--- src/rtl/vga_text_overlay_gen.sv ---
// VGA timing generator with a hex-digit text overlay; sync, de and RGB leave
// through the same two registered pixel stages so they stay mutually aligned.
module vga_text_overlay_gen #(
   parameter int unsigned PIX_DIV  = 2,
   parameter int unsigned H_ACTIVE = 640,
   parameter int unsigned H_FP     = 16,
   parameter int unsigned H_SYNC   = 96,
   parameter int unsigned H_BP     = 48,
   parameter int unsigned V_ACTIVE = 480,
   parameter int unsigned V_FP     = 10,
   parameter int unsigned V_SYNC   = 2,
   parameter int unsigned V_BP     = 33,
   parameter bit          HS_POL   = 1'b0,
   parameter bit          VS_POL   = 1'b0,
   parameter int unsigned DIGITS   = 8,
   parameter int unsigned TEXT_X   = 16,
   parameter int unsigned TEXT_Y   = 16,
   parameter int unsigned SCALE    = 2
) (
   input  logic        clk,
   input  logic        rst,
   input  logic [31:0] value,
   input  logic [23:0] fg_rgb,
   input  logic [23:0] bg_rgb,
   output logic [7:0]  red,
   output logic [7:0]  green,
   output logic [7:0]  blue,
   output logic        h_sync,
   output logic        v_sync,
   output logic        de,
   output logic        frame_start
);

   localparam int unsigned H_TOTAL  = H_ACTIVE + H_FP + H_SYNC + H_BP;
   localparam int unsigned V_TOTAL  = V_ACTIVE + V_FP + V_SYNC + V_BP;
   localparam int unsigned HW       = $clog2(H_TOTAL);
   localparam int unsigned VW       = $clog2(V_TOTAL);
   localparam int unsigned DW       = (PIX_DIV > 1) ? $clog2(PIX_DIV) : 1;
   localparam int unsigned SW       = (SCALE > 1) ? $clog2(SCALE) : 1;
   localparam int unsigned BOX_W    = 6 * DIGITS * SCALE;
   localparam int unsigned BOX_H    = 8 * SCALE;
   localparam int unsigned HS_START = H_ACTIVE + H_FP;
   localparam int unsigned HS_END   = HS_START + H_SYNC;
   localparam int unsigned VS_START = V_ACTIVE + V_FP;
   localparam int unsigned VS_END   = VS_START + V_SYNC;

   logic [DW-1:0] div_cnt, div_next;
   logic          pix_ce, next_ce, h_wrap;
   logic [HW-1:0] h_cnt, h_next;
   logic [VW-1:0] v_cnt, v_next;
   logic [31:0]   hx, vy, hx_next, vy_next;
   logic          act0, hs0, vs0, box0;

   logic [SW-1:0] x_sub, y_sub;
   logic [2:0]    x_col, x_dig, y_row;

   logic          s1_act, s1_hs, s1_vs, s1_box;
   logic [2:0]    s1_dig, s1_col, s1_row;
   logic [31:0]   val_q;
   logic [3:0]    nib;
   logic [7:0]    glyph;
   logic          pix_on;

   function automatic logic [5:0] font_row(input logic [3:0] n, input logic [2:0] row);
      logic [19:0] g;
      logic [3:0]  mid;
      case (n)
         4'h0: g = 20'hF999F;  4'h1: g = 20'h26227;
         4'h2: g = 20'hF1F8F;  4'h3: g = 20'hF171F;
         4'h4: g = 20'h99F11;  4'h5: g = 20'hF8F1F;
         4'h6: g = 20'hF8F9F;  4'h7: g = 20'hF1244;
         4'h8: g = 20'hF9F9F;  4'h9: g = 20'hF9F1F;
         4'hA: g = 20'h69F99;  4'hB: g = 20'hE9E9E;
         4'hC: g = 20'h78887;  4'hD: g = 20'hE999E;
         4'hE: g = 20'hF8E8F;  default: g = 20'hF8E88;
      endcase
      // Only rows 1..5 and the middle four columns carry ink.
      case (row)
         3'd1:    mid = g[19:16];
         3'd2:    mid = g[15:12];
         3'd3:    mid = g[11:8];
         3'd4:    mid = g[7:4];
         3'd5:    mid = g[3:0];
         default: mid = '0;
      endcase
      return {1'b0, mid, 1'b0};
   endfunction

   always_comb begin
      pix_ce   = (div_cnt == DW'(PIX_DIV - 1));
      div_next = pix_ce ? '0 : div_cnt + 1'b1;
      next_ce  = (div_next == DW'(PIX_DIV - 1));
      h_wrap   = (h_cnt == HW'(H_TOTAL - 1));
      h_next   = h_cnt;
      v_next   = v_cnt;
      if (pix_ce) begin
         h_next = h_wrap ? '0 : h_cnt + 1'b1;
         if (h_wrap)
            v_next = (v_cnt == VW'(V_TOTAL - 1)) ? '0 : v_cnt + 1'b1;
      end
      hx      = 32'(h_cnt);
      vy      = 32'(v_cnt);
      hx_next = 32'(h_next);
      vy_next = 32'(v_next);
      act0    = (hx < H_ACTIVE) && (vy < V_ACTIVE);
      hs0     = (hx >= HS_START && hx < HS_END) ? HS_POL : ~HS_POL;
      vs0     = (vy >= VS_START && vy < VS_END) ? VS_POL : ~VS_POL;
      box0    = (hx >= TEXT_X) && (hx < TEXT_X + BOX_W) &&
                (vy >= TEXT_Y) && (vy < TEXT_Y + BOX_H);
   end

   always_comb begin
      nib = '0;
      for (int unsigned i = 0; i < DIGITS; i++)
         if (32'(s1_dig) == i) nib = val_q[4*(DIGITS-1-i) +: 4];
      glyph  = {2'b00, font_row(nib, s1_row)};
      pix_on = s1_box && glyph[3'd5 - s1_col];
   end

   // Glyph position is tracked by scale sub-counters that restart when the
   // raster enters the text box, so no division is needed.
   always_ff @(posedge clk or posedge rst) begin
      if (rst) begin
         div_cnt     <= '0;
         h_cnt       <= '0;
         v_cnt       <= '0;
         frame_start <= 1'b0;
         val_q       <= '0;
         x_sub       <= '0;
         x_col       <= '0;
         x_dig       <= '0;
         y_sub       <= '0;
         y_row       <= '0;
         s1_act      <= 1'b0;
         s1_hs       <= ~HS_POL;
         s1_vs       <= ~VS_POL;
         s1_box      <= 1'b0;
         s1_dig      <= '0;
         s1_col      <= '0;
         s1_row      <= '0;
         de          <= 1'b0;
         h_sync      <= ~HS_POL;
         v_sync      <= ~VS_POL;
         {red, green, blue} <= '0;
      end else begin
         div_cnt     <= div_next;
         h_cnt       <= h_next;
         v_cnt       <= v_next;
         frame_start <= next_ce && (h_next == '0) && (v_next == '0);
         if (pix_ce) begin
            if (h_cnt == '0 && v_cnt == '0)
               val_q <= value;
            if (hx_next == TEXT_X) begin
               x_sub <= '0;
               x_col <= '0;
               x_dig <= '0;
            end else if (hx >= TEXT_X) begin
               if (x_sub == SW'(SCALE - 1)) begin
                  x_sub <= '0;
                  if (x_col == 3'd5) begin
                     x_col <= '0;
                     x_dig <= x_dig + 1'b1;
                  end else begin
                     x_col <= x_col + 1'b1;
                  end
               end else begin
                  x_sub <= x_sub + 1'b1;
               end
            end
            if (h_wrap) begin
               if (vy_next == TEXT_Y) begin
                  y_sub <= '0;
                  y_row <= '0;
               end else if (vy >= TEXT_Y) begin
                  if (y_sub == SW'(SCALE - 1)) begin
                     y_sub <= '0;
                     y_row <= y_row + 1'b1;
                  end else begin
                     y_sub <= y_sub + 1'b1;
                  end
               end
            end
            s1_act <= act0;
            s1_hs  <= hs0;
            s1_vs  <= vs0;
            s1_box <= box0;
            s1_dig <= x_dig;
            s1_col <= x_col;
            s1_row <= y_row;
            de     <= s1_act;
            h_sync <= s1_hs;
            v_sync <= s1_vs;
            {red, green, blue} <= s1_act ? (pix_on ? fg_rgb : bg_rgb) : '0;
         end
      end
   end

endmodule
--- config.mk ---
export PLATFORM = sky130hd
export DESIGN_NAME = vga_text_overlay_gen
export DESIGN_NICKNAME = d
export VERILOG_FILES = /design/src/rtl/vga_text_overlay_gen.sv
export SDC_FILE = /design/constraint.sdc
export NUM_CORES = 1
export LEC_CHECK = 0
export BUFFER_PORTS_ARGS = -buffer_cell sky130_fd_sc_hd__clkbuf_2
export CORE_AREA = 4 4 110 112
export CTS_BUF_LIST = sky130_fd_sc_hd__clkbuf_4
export DETAILED_ROUTE_END_ITERATION = 16
export DIE_AREA = 0 0 114 116
export PLACE_DENSITY = 0.78
export SLEW_MARGIN = 20
export SYNTH_ARGS = -nofsm -noshare
export SYNTH_HDL_FRONTEND = slang
export SYNTH_SLANG_ARGS = --single-unit
--- constraint.sdc ---
create_clock -name clk -period 5.8 [get_ports clk]
set_input_delay 0.29 -clock clk [delete_from_list [all_inputs] [get_ports clk]]
set_output_delay 0.29 -clock clk [all_outputs]
set_load 0.03 [all_outputs]
Yosys cells after proc, flatten, opt, wreduce, memory -nomap -nowiden
Memories as Yosys holds them, arrays and structs flattened.
Index checks and enable logic that the tools add are counted.
{"block": "classes", "eq_ne": 17, "mux": 38, "add_sub_neg": 9, "magnitude_cmp": 11, "n_reduce_logical": 26}
{"op": "two-way mux 10 bit", "count": 5}
{"op": "two-way mux 24 bit", "count": 2}
{"op": "zero test 10 bit", "count": 4}
{"op": "two-way mux 3 bit", "count": 11}
{"op": "two-way mux 4 bit", "count": 8}
{"op": "== test 3 bit, second input constant", "count": 7}
{"op": "adder 10 x 1 -> 10 bit, second input constant", "count": 2}
{"op": "== test 10 bit, second input constant", "count": 2}
{"op": "== test 10 x 5 -> 1 bit, second input constant", "count": 2}
{"op": "greater-or-equal comparator 10 x 5 -> 1 bit, second input constant", "count": 2}
{"op": "less-than comparator 10 bit, second input constant", "count": 2}
{"op": "less-than comparator 10 x 9 -> 1 bit, second input constant", "count": 2}
{"op": "case mux 4 bit (5 select lines)", "count": 1}
{"op": "== test 3 x 2 -> 1 bit, second input constant", "count": 4}
{"op": "greater-or-equal comparator 10 bit, second input constant", "count": 1}
{"op": "greater-or-equal comparator 10 x 9 -> 1 bit, second input constant", "count": 1}
{"op": "logical AND 1 bit", "count": 10}
{"op": "less-than comparator 10 x 6 -> 1 bit, second input constant", "count": 1}
{"op": "less-than comparator 10 x 7 -> 1 bit, second input constant", "count": 1}
{"op": "two-way mux 1 bit", "count": 10}
{"op": "nonzero test 2 bit", "count": 5}
{"op": "adder 3 x 1 -> 3 bit, second input constant", "count": 3}
{"op": "AND reduction 4 bit", "count": 2}
{"op": "== test 3 x 1 -> 1 bit, second input constant", "count": 2}
{"op": "other kinds (7)", "count": 11}
{"block": "totals", "in_bits": 82, "word_cells": 125, "out_inout_bits": 28, "rom_bits": 320, "memories": 1, "register_bits": 105}
{"name": "(no name shown)", "words": 16, "word_bits": 20, "rd": 1, "rd_ports_with_merged_regs": 0, "wr": 0, "line_no": "67", "text": "case (n)"}

Depth between registers and ports, before layout
An unclocked memory read counts as a cell.
{"block": "logic_depth", "word_depth": 16, "ltp_mapped": 16, "depth_no_buf": 14}

Worst setup path before layout
Ideal clock, no wire load.
{"block": "synth_timing", "kind": "flip-flop to flip-flop", "startpoint": "reg s1_dig[1]", "endpoint": "reg blue[0]", "n_path_buf": 2, "arrival_time_ns": 3.105, "path_stages_with_launch": 12, "t_required_ns": 5.710, "setup_slack_ns": 2.604, "path_cell_list": "dfrtp_1 -> buf_6 -> mux4_2 -> mux2i_4 -> inv_1 -> ha_1 -> nor3_1 -> nor4_1 -> o32a_2 -> buf_2 -> or4_1 -> o221ai_1"}
{"block": "synth_via", "elab_chain_len": 16}
{"item": "start: declaration", "line_no": "58", "text": "logic [2:0] s1_dig, s1_col, s1_row;"}
{"item": "start signal: assignment", "line_no": "187", "text": "s1_dig <= x_dig;"}
{"item": "zero test 3 bit", "line_no": "115", "text": "if (32'(s1_dig) == i) nib = val_q[4*(DIGITS-1-i) +: 4];"}
{"item": "two-way mux 4 bit (7 in series)", "line_no": "115"}
{"item": "two-way mux 4 bit *", "line_no": "115"}
{"item": "memory read (16 x 20 bit) *"}
{"item": "case mux 4 bit (5 select lines) *", "line_no": "78", "text": "case (row)"}
{"item": "binary-select mux 1 bit (select 3 bit) *", "line_no": "117", "text": "pix_on = s1_box && glyph[3'd5 - s1_col];"}
{"item": "two-way mux 1 bit (not written as such) *", "line_no": "117"}
{"item": "logical AND 1 bit *", "line_no": "117"}
{"item": "two-way mux 24 bit * (2 in series)", "line_no": "193", "text": "{red, green, blue} <= s1_act ? (pix_on ? fg_rgb : bg_rgb) : '0;"}
{"item": "end signal: assignment", "line_no": "193"}
{"item": "end: declaration", "line_no": "27", "text": "output logic [7:0] blue,"}
Mark *: on every way between the ends. The rest lies on a longest branch, timed or not. The select of a mux whose other input is x is not followed.
A chain may end at the register's enable or synchronous reset.

Final worst setup path
{"block": "layout_timing", "startpoint": "reg s1_dig[1]", "endpoint": "reg green[6]"}
{"block": "layout_via", "elab_chain_len": 16}
{"item": "zero test 3 bit", "line_no": "115"}
{"item": "two-way mux 4 bit (7 in series)", "line_no": "115"}
{"item": "two-way mux 4 bit *", "line_no": "115"}
{"item": "memory read (16 x 20 bit) *"}
{"item": "case mux 4 bit (5 select lines) *", "line_no": "78"}
{"item": "binary-select mux 1 bit (select 3 bit) *", "line_no": "117"}
{"item": "two-way mux 1 bit (not written as such) *", "line_no": "117"}
{"item": "logical AND 1 bit *", "line_no": "117"}
{"item": "two-way mux 24 bit * (2 in series)", "line_no": "193"}
{"item": "end signal: assignment", "line_no": "193"}
{"item": "end: declaration", "line_no": "26", "text": "output logic [7:0] green,"}
Marked as above.

==> results summary <==
The flow ran to the end, and the final reports show no timing, DRC or antenna violations. The share of synthesized area in the top cell type comes to 0.4177. The maximum number of pins on one net before global-route repair came out at just over 80. The vias after detailed routing came out at 4962.

The site row count is 39. The post-layout net count is around 790. The average wire per cell in the routed design came out at between 15 and 20 um. The wire length of the first global-routing pass came out at ~23000 um.

Setup violations remaining at the end of the flow were counted as 0. The critical path contains buffers and inverters numbering 2 combined. The biggest area contributor in the post-synthesis netlist is sky130_fd_sc_hd__dfrtp_1. The maximum resistive drop on vdd came out at 122.7 uV. The area added between synthesis and finish came out at 13.61%.

The cell leakage power is 3.345 nW. between 100 and 150 I/O pins were placed. The worst stage delay on the critical path came out at roughly 860 ps. For hold timing, the worst endpoint is val_q[3]$_DFFE_PP0P_. Of the synthesized area, sequential elements account for 0.4351.

The clock net sink count came out at about 110. The most used flip-flop cell after synthesis is sky130_fd_sc_hd__dfrtp_1. The number of nets with antenna violations after routing is 0.

The die width came out at ~110 um. During synthesis, Yosys emitted a total of 0 warnings. The starting utilization of the core area is 0.5391. The clock transition at the register clock pins on the worst setup and hold paths after CTS is 160 ps. The signal on the critical path passes through mux4_2 -> mux2i_4 -> inv_1 -> ha_1 -> nand2_1 -> o21ai_0 -> a2bb2oi_1 -> a31oi_2 -> nor3_2 -> buf_4 -> o221ai_1. The largest buffer count on any clock path came out at 2. The headroom to the max-slew limit came out at 0.2998. The overall power after layout is about 1.3 mW. The cell area that synthesis handed to floorplanning was a little over 0.006 mm2.

The fraction of synthesis flops using an asynchronous set or reset pin came out at 1.000. The count of pins over their slew limit is 0. The repair_antennas step left the layout with diodes totalling 0. The number of buffers inserted during clock tree synthesis is 9.

The arrival time of data at the critical path endpoint is ~4400 ps. The startpoint of the lowest-slack hold path is value[3]. Before antenna repair, the detailed router went through 5 iterations.

The critical path starts at s1_dig[1]$_DFFE_PP0P_. The shortest period the worst path allows came out at around 4000 ps. Detailed placement finished with a half-perimeter wire length of around 9700 um. The worst hold path passes through 2 cells. The register bit count reported by yosys is 105.

The classification of the worst-slack hold path is in2reg. The worst-path maximum fanout came out at 25. The clock tree skew after final layout is about 16 ps. The final total negative setup slack is 0 ps. The library cell used most frequently in the layout, excluding fill and tap cells, is sky130_fd_sc_hd__clkbuf_2. TritonCTS built the clock tree. The number of cells on the worst reg-to-reg path came out at 11.

At the pin with the least slew margin, the transition time is roughly 1000 ps. The post-synthesis cell type count came out at 76. The buffer type at the clock tree root is sky130_fd_sc_hd__clkbuf_4. The maximum clock rate came out at 249.0 MHz.

The family with the most delay on the worst path is compound AO/OA/AOI/OAI gates. After the first detailed-routing iteration, the DRC count stood at 407. The height of the die is ~120 um. The overall global routing resource usage is 0.2101. The net count after synthesis came out at around 700. The core outline area came out at 0.01122 mm2.

After technology mapping, the gate count stands at ~600. Counting the fill cells in the layout gives 974. The total of max-cap violations is 0. After detailed routing, the number of remaining DRC violations is 0.

The worst setup path is captured at a flop. STA puts the critical path data required time at ~6200 ps. The number of antenna violations at the first check in global routing is 0. The final-report hold violation count came out at 0. Setup repair after global routing left no endpoint under its margin. The die covers 0.01322 mm2. The count of buffers from port buffering is between 100 and 150. On the critical path, the stage with the largest delay is an instance of sky130_fd_sc_hd__a31oi_2. The fraction of layout cells with a size suffix above 1 came out at 0.3023. The critical path class is reg2reg.

The final routed wirelength across all metal layers came out at 13700 um. The worst setup path is launched from a flop. The final weighted congestion of routability-driven global placement is about 0.85. In this run the critical register-to-register path is captured at green[6]$_DFFE_PP0P_. Yosys mapped a number of flops with a built-in enable equal to 0. By area the synthesized netlist is led by sky130_fd_sc_hd__dfrtp_1, sky130_fd_sc_hd__mux2_2, sky130_fd_sc_hd__nand2_1, sky130_fd_sc_hd__o221ai_1, sky130_fd_sc_hd__or4_1.

In the layout the commonest cells are sky130_fd_sc_hd__clkbuf_2, sky130_fd_sc_hd__dfrtp_1, sky130_fd_sc_hd__nand2_1. The critical register-to-register path startpoint is s1_dig[1]$_DFFE_PP0P_. In this run the register-to-register setup slack is 1780 ps. The via count of the first global-routing pass is around 4900. The number of vias per cell came out at a little under 6. The total power per unit cell area came out at 192.1 mW/mm2. For this run the aggregate overflow at the end of global routing stands at 0.

The synthesized area per cell came out at around 10 um2. In this run the number of H-tree levels came out at 3. Clock latency on the worst-skew pair, taken at its later pin, is ~470 ps. In the finished design, the share of the clock period the worst path needs comes to 0.6924.
[timing repair]
action,4_1_cts,5_1_grt
hold buffers,1,0
resized for setup,0,0
endpoints found under the hold margin,24,0
setup buffers,0,0
setup endpoints to repair,0,0
[cell families (layout without fill, tap and decap cells)]
group | after synthesis | count (layout) | synth area share
xor gates and xnor gates | 8 | 8 | 0.01158
muxes | 64 | 64 | 0.1309
adders and majority gates | 14 | 14 | 0.02895
buffers and inverters | 78 | 177 | 0.05356
AOI/OAI and AO/OA | 120 | 120 | 0.1445
DFF | 105 | 105 | 0.4351
and+or+nand+nor | 210 | 210 | 0.1954
[power by group]
| part | total (mW) | switching [mW] | internal (mW) | leakage [nW] |
|---|---|---|---|---|
| clock | 0.420 | 0.242 | 0.178 | 0.0859 |
| sequential | 0.763 | 0.0112 | 0.752 | 1.28 |
| combinational | 0.137 | 0.0767 | 0.0602 | 1.97 |
| total | 1.32 | 0.330 | 0.990 | 3.35 |
[synthesized netlist by cell type (all sizes together), types with 5 or more instances]
| cell | n |
|---|---|
| nand3b | 6 |
| xor2 | 6 |
| o221ai | 24 |
| dfrtp | 101 |
| nand2 | 78 |
| ha | 14 |
| a21oi | 13 |
| a31oi | 7 |
| inv | 44 |
| o21ai | 29 |
| nand2b | 7 |
| o31ai | 6 |
| clkbuf | 17 |
| nor2b | 7 |
| mux4 | 5 |
| buf | 17 |
| a22o | 5 |
| a21o | 5 |
| nor2 | 20 |
| nand4 | 7 |
| mux2i | 11 |
| nor3 | 12 |
| nor3b | 7 |
| mux2 | 48 |
| nand3 | 12 |
| or4 | 27 |
[worst max path at each step]
stage / endpoint / cells after the start
2_1_floorplan: blue[0]$_DFFE_PP0P_ / 11
3_3_place_gp: green[3]$_DFFE_PP0P_ / 11
3_5_place_dp: green[6]$_DFFE_PP0P_ / 11
4_1_cts: green[6]$_DFFE_PP0P_ / 11
5_1_grt: blue[7]$_DFFE_PP0P_ / 11
6_report: green[6]$_DFFE_PP0P_ / 11
[layout make-up]
class | count | area [um2] | share of cell area
tap | 143 | 178.9 | 0.02603
multi-input combinational | 416 | 3109 | 0.4523
clock buffer | 10 | 75.07 | 0.01092
sequential | 105 | 2634 | 0.3831
clock inverter | 6 | 81.33 | 0.01183
timing repair buffer | 117 | 628.1 | 0.09137
inverter | 44 | 167.7 | 0.02439
[metrics by stage]
step | hold slack (ps) | instance area (um2) | utilization | std cells | worst slack (ps)
2_1_floorplan | 439.1 | 6051 | - | 599 | 2604
3_3_place_gp | 269.1 | 6680 | 0.5952 | 823 | 2065
3_5_place_dp | 284.3 | 6680 | 0.5952 | 823 | 1858
4_1_cts | 7.514 | 6847 | 0.6100 | 840 | 1797
5_1_grt | 3.103 | 6874 | 0.6125 | 841 | 1450
6_report | 36.37 | 6874 | 0.6125 | 841 | 1784
[worst register-to-register path, delay by kind of cell (launching register included)]
family | cells | cell delay (ps)
AOI/OAI and AO/OA | 4 | 1340
adders and majority gates | 1 | 360
buffers and inverters | 2 | 430
DFF | 1 | 700
muxes | 2 | 920
and+or+nand+nor | 2 | 180
[layer usage]
metal,GRT usage,share of wire,vias to the layer above
met3,0.03708,0.036,34
met4,0.09660,0.027,0
li1,-,-,2380
met5,0,0,-
met2,0.3599,0.52,121
met1,0.2600,0.42,2427
[registers in the layout (all words and copies together) (netlist names), 3 cells and up]
name / cells
s1_row: 3
red: 8
h_cnt: 10
s1_col: 3
x_col: 3
v_cnt: 10
green: 8
blue: 8
val_q: 32
y_row: 3
s1_dig: 3
x_dig: 3
(Power assumes the default switching activity.)
